[config.mk]
export PLATFORM = sky130hd
export DESIGN_NAME = instruction_fetch_flat
export DESIGN_NICKNAME = d
export VERILOG_FILES = /design/src/rtl/instruction_fetch_if.sv /design/src/rtl/instruction_fetch.sv /design/src/flat_wrapper.sv
export SDC_FILE = /design/constraint.sdc
export NUM_CORES = 1
export LEC_CHECK = 0
export ABC_AREA = 1
export ABC_CLOCK_PERIOD_IN_PS = 4200
export CORE_MARGIN = 10
export CORE_UTILIZATION = 50
export DETAILED_ROUTE_END_ITERATION = 16
export PLACE_DENSITY = 0.79
export SLEW_MARGIN = 20
export SYNTH_ARGS = -nofsm -noshare
export SYNTH_HDL_FRONTEND = slang
export SYNTH_SLANG_ARGS = --single-unit
[constraint.sdc]
create_clock -name clk -period 4.2 [get_ports clk]
set_input_delay 0.63 -clock clk [delete_from_list [all_inputs] [get_ports clk]]
set_output_delay 0.63 -clock clk [all_outputs]
set_load 0.005 [all_outputs]
[src/rtl/instruction_fetch_if.sv]
// Fetch-stage bus bundle: instruction-memory read port, branch redirect input
// and the valid/ready instruction handoff to the decoder.
//   master : fetch stage (drives imem_addr/imem_rd, instr*, halted)
//   slave  : surrounding system (memory, branch unit, decoder)
interface instruction_fetch_if #(
  parameter int ADDR_W = 8
);
  logic [ADDR_W-1:0] imem_addr;
  logic              imem_rd;
  logic [15:0]       imem_data;
  logic              branch_en;
  logic [ADDR_W-1:0] branch_target;
  logic [15:0]       instr;
  logic [ADDR_W-1:0] instr_pc;
  logic              instr_valid;
  logic              instr_ready;
  logic              halted;

  modport master (
    output imem_addr, imem_rd, instr, instr_pc, instr_valid, halted,
    input  imem_data, branch_en, branch_target, instr_ready
  );

  modport slave (
    input  imem_addr, imem_rd, instr, instr_pc, instr_valid, halted,
    output imem_data, branch_en, branch_target, instr_ready
  );
endinterface

[src/rtl/instruction_fetch.sv]
// Fetch stage of the 16-bit processor. Holds the PC, reads a synchronous
// instruction memory (one-cycle read latency), buffers fetched words with their
// addresses in a DEPTH-entry prefetch FIFO and presents the FIFO head to the
// decoder. Handles taken-branch redirects and stops fetching after HALT.
// Ports:
//   clk    : system clock, rising edge
//   rst_n  : asynchronous active-low reset
//   bus    : instruction_fetch_if.master (imem read port, branch input,
//            instr/instr_pc/instr_valid/instr_ready handoff, halted)
module instruction_fetch #(
  parameter int ADDR_W = 8,
  parameter int DEPTH  = 2
) (
  input  logic                 clk,
  input  logic                 rst_n,
  instruction_fetch_if.master  bus
);
  localparam int PTR_W = (DEPTH > 1) ? $clog2(DEPTH) : 1;
  localparam int CNT_W = $clog2(DEPTH + 1);
  localparam logic [4:0] OP_HALT = 5'b11111;

  logic [ADDR_W-1:0]              pc_q, pc_d;
  logic [DEPTH-1:0][15:0]         word_q, word_d;
  logic [DEPTH-1:0][ADDR_W-1:0]   addr_q, addr_d;
  logic [PTR_W-1:0]               rd_ptr_q, rd_ptr_d, wr_ptr_q, wr_ptr_d;
  logic [CNT_W-1:0]               count_q, count_d;
  logic                           inflight_q, inflight_d;
  logic [ADDR_W-1:0]              infl_addr_q, infl_addr_d;
  logic                           stale_q, stale_d;
  logic                           halted_q, halted_d;

  logic valid, pop, push, halt_hit, issue;

  function automatic logic [PTR_W-1:0] ptr_inc(input logic [PTR_W-1:0] p);
    return (p == PTR_W'(DEPTH - 1)) ? '0 : p + PTR_W'(1);
  endfunction

  assign valid = (count_q != '0);
  assign pop   = valid & bus.instr_ready;
  // Branch wins over the returning word: its data belongs to the old stream.
  assign push  = inflight_q & ~stale_q & ~bus.branch_en;
  assign halt_hit = push & (bus.imem_data[15:11] == OP_HALT);
  // Occupancy counts the in-flight word so a full FIFO can never overflow;
  // a pop this cycle frees one slot early, which sustains 1 word/cycle.
  assign issue = rst_n & ~halted_q & ~bus.branch_en &
                 ((int'(count_q) + int'(inflight_q)) < (DEPTH + int'(pop)));

  assign bus.imem_rd     = issue;
  assign bus.imem_addr   = pc_q;
  assign bus.instr_valid = valid;
  assign bus.instr       = valid ? word_q[rd_ptr_q] : '0;
  assign bus.instr_pc    = valid ? addr_q[rd_ptr_q] : '0;
  assign bus.halted      = halted_q;

  always_comb begin
    pc_d        = pc_q;
    word_d      = word_q;
    addr_d      = addr_q;
    rd_ptr_d    = rd_ptr_q;
    wr_ptr_d    = wr_ptr_q;
    count_d     = count_q;
    inflight_d  = issue;
    infl_addr_d = issue ? pc_q : infl_addr_q;
    // A fetch issued in the same cycle HALT lands must never be delivered.
    stale_d     = issue & halt_hit;
    halted_d    = halted_q;
    if (bus.branch_en) begin
      pc_d     = bus.branch_target;
      rd_ptr_d = '0;
      wr_ptr_d = '0;
      count_d  = '0;
      stale_d  = 1'b0;
      halted_d = 1'b0;
    end else begin
      if (issue) pc_d = pc_q + ADDR_W'(1);
      if (push) begin
        word_d[wr_ptr_q] = bus.imem_data;
        addr_d[wr_ptr_q] = infl_addr_q;
        wr_ptr_d         = ptr_inc(wr_ptr_q);
      end
      if (pop) rd_ptr_d = ptr_inc(rd_ptr_q);
      count_d = count_q + CNT_W'(push) - CNT_W'(pop);
      if (halt_hit) halted_d = 1'b1;
    end
  end

  always_ff @(posedge clk or negedge rst_n) begin
    if (!rst_n) begin
      pc_q        <= '0;
      word_q      <= '0;
      addr_q      <= '0;
      rd_ptr_q    <= '0;
      wr_ptr_q    <= '0;
      count_q     <= '0;
      inflight_q  <= 1'b0;
      infl_addr_q <= '0;
      stale_q     <= 1'b0;
      halted_q    <= 1'b0;
    end else begin
      pc_q        <= pc_d;
      word_q      <= word_d;
      addr_q      <= addr_d;
      rd_ptr_q    <= rd_ptr_d;
      wr_ptr_q    <= wr_ptr_d;
      count_q     <= count_d;
      inflight_q  <= inflight_d;
      infl_addr_q <= infl_addr_d;
      stale_q     <= stale_d;
      halted_q    <= halted_d;
    end
  end
endmodule

[src/flat_wrapper.sv]
// flat-port wrapper written by rule: the top's interface ports become plain ports
module instruction_fetch_flat 
#(
  parameter int ADDR_W = 8,
  parameter int DEPTH  = 2
)
  (clk, rst_n, bus_imem_addr, bus_imem_rd, bus_instr, bus_instr_pc, bus_instr_valid, bus_halted, bus_imem_data, bus_branch_en, bus_branch_target, bus_instr_ready);
  instruction_fetch_if #(.ADDR_W(ADDR_W)) bus_i ();
  input  logic clk;
  input  logic rst_n;
  output wire logic [$bits(bus_i.imem_addr)-1:0] bus_imem_addr;
  output wire logic [$bits(bus_i.imem_rd)-1:0] bus_imem_rd;
  output wire logic [$bits(bus_i.instr)-1:0] bus_instr;
  output wire logic [$bits(bus_i.instr_pc)-1:0] bus_instr_pc;
  output wire logic [$bits(bus_i.instr_valid)-1:0] bus_instr_valid;
  output wire logic [$bits(bus_i.halted)-1:0] bus_halted;
  input wire logic [$bits(bus_i.imem_data)-1:0] bus_imem_data;
  input wire logic [$bits(bus_i.branch_en)-1:0] bus_branch_en;
  input wire logic [$bits(bus_i.branch_target)-1:0] bus_branch_target;
  input wire logic [$bits(bus_i.instr_ready)-1:0] bus_instr_ready;
  assign bus_imem_addr = bus_i.imem_addr;
  assign bus_imem_rd = bus_i.imem_rd;
  assign bus_instr = bus_i.instr;
  assign bus_instr_pc = bus_i.instr_pc;
  assign bus_instr_valid = bus_i.instr_valid;
  assign bus_halted = bus_i.halted;
  assign bus_i.imem_data = bus_imem_data;
  assign bus_i.branch_en = bus_branch_en;
  assign bus_i.branch_target = bus_branch_target;
  assign bus_i.instr_ready = bus_instr_ready;
  instruction_fetch #(.ADDR_W(ADDR_W), .DEPTH(DEPTH)) u_core (.clk(clk), .rst_n(rst_n), .bus(bus_i));
endmodule
==> results of run 1 <==
==> metrics by stage <==
stage	hold WS (ns)	total power (W)	setup WS, ns	utilization [%]
after global routing	0.5049	0.002541	1.100	64.18
after global placement	0.4654	0.001872	1.246	61.74
after detailed placement	0.4689	0.001912	1.240	61.74
after floorplan	0.3344	0.001578	2.372	-
after CTS	0.4851	0.002375	1.228	64.18
final	0.4845	0.002352	1.221	64.18
==> cell families (layout without fill, tap and decap cells) <==
logic type / after synthesis / after routing
AO/OA/AOI/OAI: 87 / 87
flip-flops: 71 / 71
buffers and inverters: 66 / 124
AND/OR/NAND/NOR: 182 / 182
XOR/XNOR: 3 / 3
adder cells (fa/ha/maj): 5 / 5
==> worst min-delay path, delay by kind of cell, from the launching register on <==
| family | cells | cell delay (ns) |
|---|---|---|
| AOI/OAI and AO/OA | 1 | 0.05 |
| DFF | 1 | 0.34 |
| and+or+nand+nor | 1 | 0.06 |
==> sequential cells by signal, summed over array words and instances, names as in the netlist <==
signal and cells:
u_core.bus.halted 1, u_core.addr_q 16, u_core.stale_q 1, u_core.infl_addr_q 8, u_core.wr_ptr_q 1, u_core.word_q 32, u_core.count_q 2, u_core.rd_ptr_q 1
u_core.inflight_q 1, u_core.bus.imem_addr 8
==> cells in the final DEF (no fill, tap or decap) <==
| cell type | Yosys | final |
|---|---|---|
| a21oi_1 | 25 | 25 |
| a21oi_2 | 1 | 1 |
| o21ai_1 | 35 | 35 |
| clkbuf_1 | 3 | 4 |
| inv_4 | 1 | 1 |
| dfrtp_1 | 71 | 71 |
| nor3_1 | 1 | 1 |
| clkinv_2 | 0 | 1 |
| clkdlybuf4s50_1 | 0 | 61 |
| clkbuf_8 | 0 | 10 |
| o21ai_2 | 9 | 9 |
| nand2_1 | 142 | 142 |
| ha_1 | 5 | 5 |
| xor2_1 | 1 | 1 |
| buf_2 | 12 | 1 |
| nor2_8 | 1 | 1 |
| xnor2_1 | 2 | 2 |
| buf_4 | 2 | 4 |
| nand2_2 | 5 | 5 |
| o21ai_0 | 17 | 17 |
| inv_1 | 42 | 42 |
| nor2_1 | 11 | 11 |
| nand3_1 | 20 | 20 |
| nand4_1 | 2 | 2 |
==> worst max-delay path by stage <==
| stage | from | end | slack [ns] |
|---|---|---|---|
| 2_1_floorplan | bus_branch_en | bus_imem_rd | 2.37 |
| 3_3_place_gp | bus_branch_en | bus_imem_rd | 1.25 |
| 3_5_place_dp | bus_branch_en | bus_imem_rd | 1.24 |
| 4_1_cts | bus_branch_en | bus_imem_rd | 1.23 |
| 5_1_grt | bus_branch_en | bus_imem_rd | 1.10 |
| 6_report | bus_branch_en | bus_imem_rd | 1.22 |
==> area by class of cell <==
class                   count  area share [%]
clock buffers              14           3.682
clock inverters             1          0.1207
inverters                  43           3.954
multi-input cells         277           31.48
flip-flops and latches     71           42.86
well taps                  77           2.324
repair buffers             66           15.57
==> layer usage <==
metal / up-vias / share of wire (%) / GRT usage (%)
met3: 10 / 8.2 / 4.858
met5: - / 0 / 0
li1: 1417 / - / -
met1: 1361 / 44 / 20.39
met2: 79 / 46 / 24.09
met4: 0 / 1.5 / 7.592
==> power by group <==
group | total, W | leakage (nW) | switching [W] | internal [W]
Sequential | 0.00108 | 0.912 | 0.000148 | 0.000935
Clock | 0.000457 | 0.0805 | 0.000229 | 0.000227
Combinational | 0.000812 | 0.975 | 0.000448 | 0.000364
==> flow_metrics.env, run 1 <==
export IMPL_grt_util_all_layers_pct=15.93
export IMPL_drt_wl_total_microns=7854
export IMPL_crit_fanout=17
export IMPL_async_reset_ff_share_pct=100.0
export IMPL_worst_path_buf_inv=5
export IMPL_io_pin_count=63
export IMPL_synth_flop_cell="dfrtp_1"
export IMPL_routed_via_count=2867
export IMPL_synth_top_family_by_area="simple AND/OR/NAND/NOR gates"
export IMPL_cts_repair_resized=0
export IMPL_critPathArrivalTime_ns=2.35
export IMPL_fmax_mhz=335.6
export IMPL_io_buffers=62
export IMPL_cts_num_sinks=71
export IMPL_area_delta_synth_final_pct=21.94
export IMPL_slew_headroom_pct=36.95
export IMPL_syn_nets=447
export IMPL_yosysMostFrequentCell="nand2_1"
export IMPL_skew_ns=0.006276
export IMPL_cpMaxStageDelayCell="clkdlybuf4s50_1"
export IMPL_avgViaCountPerCell=5.222
export IMPL_synth_compound_area_share_pct=13.91
export IMPL_critPathKind="input pin to output pin"
export IMPL_cp_start_kind="input pin"
export IMPL_n_fill_cell=561
export IMPL_holdPathStages=2
export IMPL_final_hold_viol_count=0
export IMPL_initial_utilization_pct=52.63
export IMPL_synth_xor_area_share_pct=0.7729
export IMPL_drc=0
export IMPL_cts_root_buffer="clkbuf_8"
export IMPL_synth_top_area_share_pct=52.26
export IMPL_finalCritPeriodShare_pct=70.94
export IMPL_rsz0062_at_grt="no"
export IMPL_grt_first_pass_wirelength_microns=13240
export IMPL_cts_tree="built"
export IMPL_antenna_left=0
export IMPL_synthMuxAreaShare_pct=0
export IMPL_drive_gt1_share_pct=6.992
export IMPL_place_gp_congestion=0.8283
export IMPL_cp_top_family="buffers and inverters"
export IMPL_die_area_sq_um=10500
export IMPL_r2r_start="u_core.count_q[0]"
export IMPL_post_cts_buffers=0
export IMPL_r2r_end="u_core.count_q[1]"
export IMPL_outcome="completed"
export IMPL_power_density_nw_per_um2=567.3
export IMPL_antenna_found_initial=0
export IMPL_design_core_area_sq_um=6459
export IMPL_num_rows=29
export IMPL_cpPeakStageDelay_ns=0.53
export IMPL_max_cap_viol_count=0
export IMPL_postSynthCellCount=414
export IMPL_yosysTopAreaCell="dfrtp_1"
export IMPL_r2r_slack_ns=1.91
export IMPL_fin_crit_ns=2.979
export IMPL_worst_pin_slew_ns=0.9424
export IMPL_placed_area_sq_um=3988
export IMPL_final_seq_area_sq_um=1777
export IMPL_synthAdderAreaFrac_pct=1.840
export IMPL_cts_clk_slew_worst_paths_ns=0.07
export IMPL_worstRegToRegCells=9
export IMPL_drt_iter0_drc=135
export IMPL_synth_seq_cells=71
export IMPL_numCtsBuffers=9
export IMPL_hp_class="flip-flop to flip-flop"
export IMPL_post_drt_wl_per_cell_microns=14.31
export IMPL_synth_area_leaders="dfrtp_1, nand2_1, o21ai_1"
export IMPL_synth_cell_types=22
export IMPL_final_max_slew_viol_count=0
export IMPL_finalSetupTns_ns=0
export IMPL_antenna_cells=0
export IMPL_fp_dieW_microns=102.5
export IMPL_path_depth=7
export IMPL_synth_warning_count=0
export IMPL_nNetsFinal=501
export IMPL_ir_drop_uv=290.4
export IMPL_required_ns=3.57
export IMPL_syn_area_sq_um=3400
export IMPL_clockBufferDepth=2
export IMPL_multiInputGateArea_sq_um=1305
export IMPL_ys_seq_area_share_pct=52.26
export IMPL_holdPathEnd="u_core.addr_q[9]"
export IMPL_cp_end_kind="output pin"
export IMPL_fin_area_sq_um=4145
export IMPL_clk_latency_ns=0.35
export IMPL_grt_max_degree=73
export IMPL_synth_commonest_cells="nand2_1, dfrtp_1, inv_1, o21ai_1, a21oi_1"
export IMPL_grt_pass1_vias=2775
export IMPL_synth_edf_count=0
export IMPL_stdcell_count=549
export IMPL_synth_area_per_cell_sq_um=8.211
export IMPL_grt_overflow_total=0
export IMPL_setup_viol=0
export IMPL_h_tree_depth=3
export IMPL_leakagePower_nw=1.967
export IMPL_ctsHoldBuffers=0
export IMPL_synthSimpleGateAreaFrac_pct=21.86
export IMPL_path_cells="clkdlybuf4s50_1, buf_4, inv_4, nand4_1, a21oi_2, buf_4, clkdlybuf4s50_1"
export IMPL_die_y_microns=102.5
export IMPL_drt_pass1_iterations=5
export IMPL_min_from="u_core.addr_q[9]"
export IMPL_dpl_cell_count=534
export IMPL_post_dp_hpwl_microns=5215
(Power assumes the default switching activity.)
==> inputs of run 2 (changes only) <==
- ABC_CLOCK_PERIOD_IN_PS: 4200 -> 3050
- clock period: 4.2 -> 3.05 ns (I/O delays scaled with it)
==> flow_metrics.env, run 2 (same netlist as run 1, synthesis figures left out) <==
export IMPL_grt_util_all_layers_pct=15.91
export IMPL_place_gp_congestion=0.8509
export IMPL_reg_top3="u_core.word_q (32), u_core.addr_q (16)"
export IMPL_fin_crit_ns=2.643
export IMPL_grt_overflow_total=0
export IMPL_clockBufferDepth=2
export IMPL_drc=0
export IMPL_numCtsBuffers=9
export IMPL_seqPwrFrac_pct=45.0
export IMPL_multiInputGateArea_sq_um=1305
export IMPL_finalCritPeriodShare_pct=86.66
export IMPL_setup_viol=0
export IMPL_slew_headroom_pct=39.71
export IMPL_outcome="completed"
export IMPL_num_rows=29
export IMPL_ctsHoldBuffers=0
export IMPL_fmax_mhz=378.3
export IMPL_required_ns=2.59
export IMPL_crit_fanout=15
export IMPL_regMostFlops="u_core.word_q"
export IMPL_post_dp_hpwl_microns=5366
export IMPL_worst_pin_slew_ns=0.9011
export IMPL_area_delta_synth_final_pct=22.86
export IMPL_cp_start_kind="flip-flop"
export IMPL_routed_via_count=2799
export IMPL_antenna_found_initial=0
export IMPL_max_cap_viol_count=0
export IMPL_cts_root_buffer="clkbuf_8"
export IMPL_largest_reg_flops=32
export IMPL_critPathArrivalTime_ns=2.19
export IMPL_antenna_left=0
export IMPL_critPathKind="flip-flop to output pin"
export IMPL_design_core_area_sq_um=6459
export IMPL_final_cell_mix="nand2_1, dfrtp_1, clkdlybuf4s50_1"
export IMPL_cts_num_sinks=71
export IMPL_p_sw_w=0.001149
export IMPL_layout_commonest_cell="nand2_1"
export IMPL_drt_iter0_drc=186
export IMPL_hp_class="input pin to asynchronous set/reset pin"
export IMPL_rsz0062_at_grt="no"
export IMPL_drive_gt1_share_pct=7.611
export IMPL_ir_drop_uv=317.0
export IMPL_die_y_microns=102.5
export IMPL_die_area_sq_um=10500
export IMPL_io_pin_count=63
export IMPL_h_tree_depth=3
export IMPL_final_seq_area_sq_um=1777
export IMPL_nNetsFinal=504
export IMPL_fp_dieW_microns=102.5
export IMPL_final_hold_viol_count=0
export IMPL_leakagePower_nw=1.985
export IMPL_grt_max_degree=72
export IMPL_path_cells="inv_1, buf_4, nand2_1, a21oi_1, clkdlybuf4s50_1"
export IMPL_pwr_share_clk_pct=20.8
export IMPL_cts_tree="built"
export IMPL_switching_share_pct=34.70
export IMPL_power_w=0.003312
export IMPL_drt_wl_total_microns=8022
export IMPL_cts_repair_resized=0
export IMPL_initial_utilization_pct=52.63
export IMPL_clk_latency_ns=0.35
export IMPL_power_density_nw_per_um2=793.1
export IMPL_intPower_w=0.002163
export IMPL_grt_pass1_vias=2696
export IMPL_post_drt_wl_per_cell_microns=14.59
export IMPL_post_cts_buffers=0
export IMPL_p_comb_share_pct=34.2
export IMPL_cpMaxStageDelayCell="clkdlybuf4s50_1"
export IMPL_cpPeakStageDelay_ns=0.54
export IMPL_cp_end_kind="output pin"
export IMPL_antenna_cells=0
export IMPL_cts_clk_slew_worst_paths_ns=0.06
export IMPL_finalSetupTns_ns=0
export IMPL_grt_first_pass_wirelength_microns=13250
export IMPL_n_fill_cell=521
export IMPL_final_max_slew_viol_count=0
export IMPL_avgViaCountPerCell=5.089
export IMPL_skew_ns=0.01210
export IMPL_drt_pass1_iterations=5
export IMPL_io_buffers=62
## run 2: power groups by stage
stage / logic, W / registers, W / clock network [W]
final: 0.00113 / 0.00149 / 0.000688
after global routing: 0.00129 / 0.00153 / 0.000742
after CTS: 0.00115 / 0.00149 / 0.000699
after detailed placement: 0.00113 / 0.00150 / 0
after global placement: 0.00110 / 0.00149 / 0
after floorplan: 0.000719 / 0.00145 / 0
## run 2: path summary, 6_finish.rpt
path                                    endpoint               from  slack [ns]  cells after the start
max                                 bus_instr[4]    u_core.rd_ptr_q        0.41                      5
max in group asynchronous  u_core.infl_addr_q[6]              rst_n        2.08                      2
min in group clk                u_core.addr_q[5]   u_core.addr_q[5]        0.48                      2
max reg2reg                    u_core.count_q[1]  u_core.count_q[1]        1.05                      9
min reg2reg                     u_core.addr_q[5]   u_core.addr_q[5]        0.48                      2
min                            u_core.inflight_q              rst_n        0.35                      2
## run 2: through the flow
step,area [sq um],util [%],worst slack [ns],hold slack [ns],std cells
global placement,4010,62.09,0.6998,0.4654,537
CTS,4177,64.66,0.3861,0.4042,550
finish,4177,64.66,0.4069,0.3453,550
detailed placement,4010,62.09,0.6428,0.4673,537
floorplan,3400,-,1.399,0.1619,414
global route,4177,64.66,0.3055,0.4352,550
## run 2: layer usage
layer | part of all wire (%) | vias up | global-route usage (%)
met4 | 1.6 | 0 | 6.182
met3 | 8.0 | 9 | 4.723
met5 | 0 | - | 0
li1 | - | 1422 | -
met1 | 45 | 1276 | 20.84
met2 | 46 | 92 | 24.19
## run 2: area by class of cell
cell class	count	area share (%)
clock inverter	2	0.8388
timing repair buffer	69	16.00
clock buffer	11	3.146
multi-input combinational	277	31.25
sequential	71	42.54
inverter	43	3.924
tap	77	2.307
## run 2: worst max-delay path, delay by kind of cell (launching register included)
family / cells / cell delay, ns
compound gates: 1 / 0.19
buf+inv: 3 / 1.21
flops: 1 / 0.37
simple gates: 1 / 0.08
==> inputs of run 3 (changes only) <==
- MAX_ROUTING_LAYER: unset -> met4
==> flow_metrics.env, run 3 (same netlist as run 1, synthesis figures left out) <==
export IMPL_cpPeakStageDelay_ns=0.55
export IMPL_io_buffers=62
export IMPL_power_w=0.003307
export IMPL_cts_clk_slew_worst_paths_ns=0.07
export IMPL_leakagePower_nw=1.985
export IMPL_outcome="completed"
export IMPL_final_max_slew_viol_count=0
export IMPL_p_comb_share_pct=34.3
export IMPL_place_gp_congestion=0.8642
export IMPL_seqPwrFrac_pct=45.1
export IMPL_fin_area_sq_um=4177
export IMPL_regMostFlops="u_core.word_q"
export IMPL_final_hold_viol_count=0
export IMPL_skew_ns=0.01104
export IMPL_design_core_area_sq_um=6459
export IMPL_post_cts_buffers=0
export IMPL_critPathKind="flip-flop to output pin"
export IMPL_rsz0062_at_grt="no"
export IMPL_grt_first_pass_wirelength_microns=13250
export IMPL_intPower_w=0.002163
export IMPL_hp_class="input pin to asynchronous set/reset pin"
export IMPL_crit_fanout=15
export IMPL_post_dp_hpwl_microns=5366
export IMPL_grt_overflow_total=0
export IMPL_power_density_nw_per_um2=791.8
export IMPL_cts_repair_resized=0
export IMPL_stdcell_count=550
export IMPL_grt_pass1_vias=2687
export IMPL_avgViaCountPerCell=5.164
export IMPL_ctsHoldBuffers=0
export IMPL_dpl_cell_count=537
export IMPL_critPathArrivalTime_ns=2.20
export IMPL_h_tree_depth=3
export IMPL_finalSetupTns_ns=0
export IMPL_ir_drop_uv=312.6
export IMPL_grt_max_degree=72
export IMPL_num_rows=29
export IMPL_max_cap_viol_count=0
export IMPL_pwr_share_clk_pct=20.7
export IMPL_drc=0
export IMPL_clk_latency_ns=0.34
export IMPL_drive_gt1_share_pct=7.611
export IMPL_die_area_sq_um=10500
export IMPL_antenna_found_initial=0
export IMPL_cp_top_family="buffers and inverters"
export IMPL_layout_commonest_cell="nand2_1"
export IMPL_setup_viol=0
export IMPL_fin_crit_ns=2.657
export IMPL_io_pin_count=63
export IMPL_nNetsFinal=504
export IMPL_post_drt_wl_per_cell_microns=14.53
export IMPL_holdWs_ns=0.3649
export IMPL_die_y_microns=102.5
export IMPL_placed_area_sq_um=4010
export IMPL_finalCritPeriodShare_pct=87.11
export IMPL_required_ns=2.59
export IMPL_fmax_mhz=376.4
export IMPL_p_sw_w=0.001144
export IMPL_cts_num_sinks=71
export IMPL_clockBufferDepth=2
export IMPL_routed_via_count=2840
export IMPL_cp_end_kind="output pin"
export IMPL_drt_pass1_iterations=6
export IMPL_drt_wl_total_microns=7991
export IMPL_area_delta_synth_final_pct=22.86
export IMPL_cts_tree="built"
export IMPL_cts_root_buffer="clkbuf_8"
export IMPL_antenna_left=0
export IMPL_startpoint="u_core.rd_ptr_q"
export IMPL_worst_path_buf_inv=3
export IMPL_slew_headroom_pct=39.03
export IMPL_numCtsBuffers=9
export IMPL_cp_start_kind="flip-flop"
export IMPL_reg_top3="u_core.word_q (32), u_core.addr_q (16)"
export IMPL_grt_util_all_layers_pct=16.39
export IMPL_initial_utilization_pct=52.63
export IMPL_worst_pin_slew_ns=0.9113
export IMPL_r2r_start="u_core.count_q[1]"
export IMPL_switching_share_pct=34.58
export IMPL_final_cell_mix="nand2_1, dfrtp_1, clkdlybuf4s50_1"
export IMPL_cpMaxStageDelayCell="clkdlybuf4s50_1"
export IMPL_drt_iter0_drc=191
export IMPL_antenna_cells=0
export IMPL_largest_reg_flops=32
export IMPL_fp_dieW_microns=102.5
export IMPL_path_cells="inv_1, buf_4, nand2_1, a21oi_1, clkdlybuf4s50_1"
## run 3: through the flow
stage / setup slack [ns] / util [%]
floorplan: 1.399 / -
global placement: 0.6998 / 62.09
detailed placement: 0.6428 / 62.09
CTS: 0.3861 / 64.66
global route: 0.3023 / 64.66
finish: 0.3932 / 64.66
## run 3: per-layer routing
metal  vias to the layer above  wire length (microns)  global-route usage, %
met5                         -                      0                      -
met4                         0                     96                  4.881
met3                        10                    596                  4.318
met2                       113                   3707                  23.95
met1                      1292                   3590                  21.79
li1                       1425                      -                      -
## run 3: worst register-to-register path, cell delays in order, from the launching register on
cell	delay, ns
dfrtp_1	0.41
inv_1	0.08
nand2_2	0.06
inv_1	0.42
nor2_1	0.16
ha_1	0.31
inv_1	0.03
ha_1	0.17
xor2_1	0.17
nor2_1	0.06
## run 3: layout make-up
| type | count | area [sq um] |
|---|---|---|
| clock buffer | 11 | 131.4 |
| clock inverter | 2 | 35.03 |
| fill | 521 | 2282 |
| inverter | 43 | 163.9 |
| multi-input combinational | 277 | 1305 |
| sequential | 71 | 1777 |
| tap | 77 | 96.34 |
| timing repair buffer | 69 | 668.1 |
## run 3: final timing paths
| kind | to | slack [ns] | cells past startpoint |
|---|---|---|---|
| worst min-delay path | u_core.addr_q[6] | 0.36 | 2 |
| worst min register to register | u_core.addr_q[5] | 0.48 | 2 |
| worst max-delay path | bus_instr[4] | 0.39 | 5 |
| min in group clk | u_core.addr_q[5] | 0.48 | 2 |
| worst max register to register | u_core.count_q[1] | 1.06 | 9 |
| max in group asynchronous | u_core.infl_addr_q[6] | 2.10 | 2 |
## run 3: power by group through the flow
stage | clock network (W) | registers (W) | logic [W]
6_report | 0.000684 | 0.00149 | 0.00113
2_1_floorplan | 0 | 0.00145 | 0.000719
4_1_cts | 0.000699 | 0.00149 | 0.00115
3_3_place_gp | 0 | 0.00149 | 0.00110
3_5_place_dp | 0 | 0.00150 | 0.00113
5_1_grt | 0.000744 | 0.00153 | 0.00129
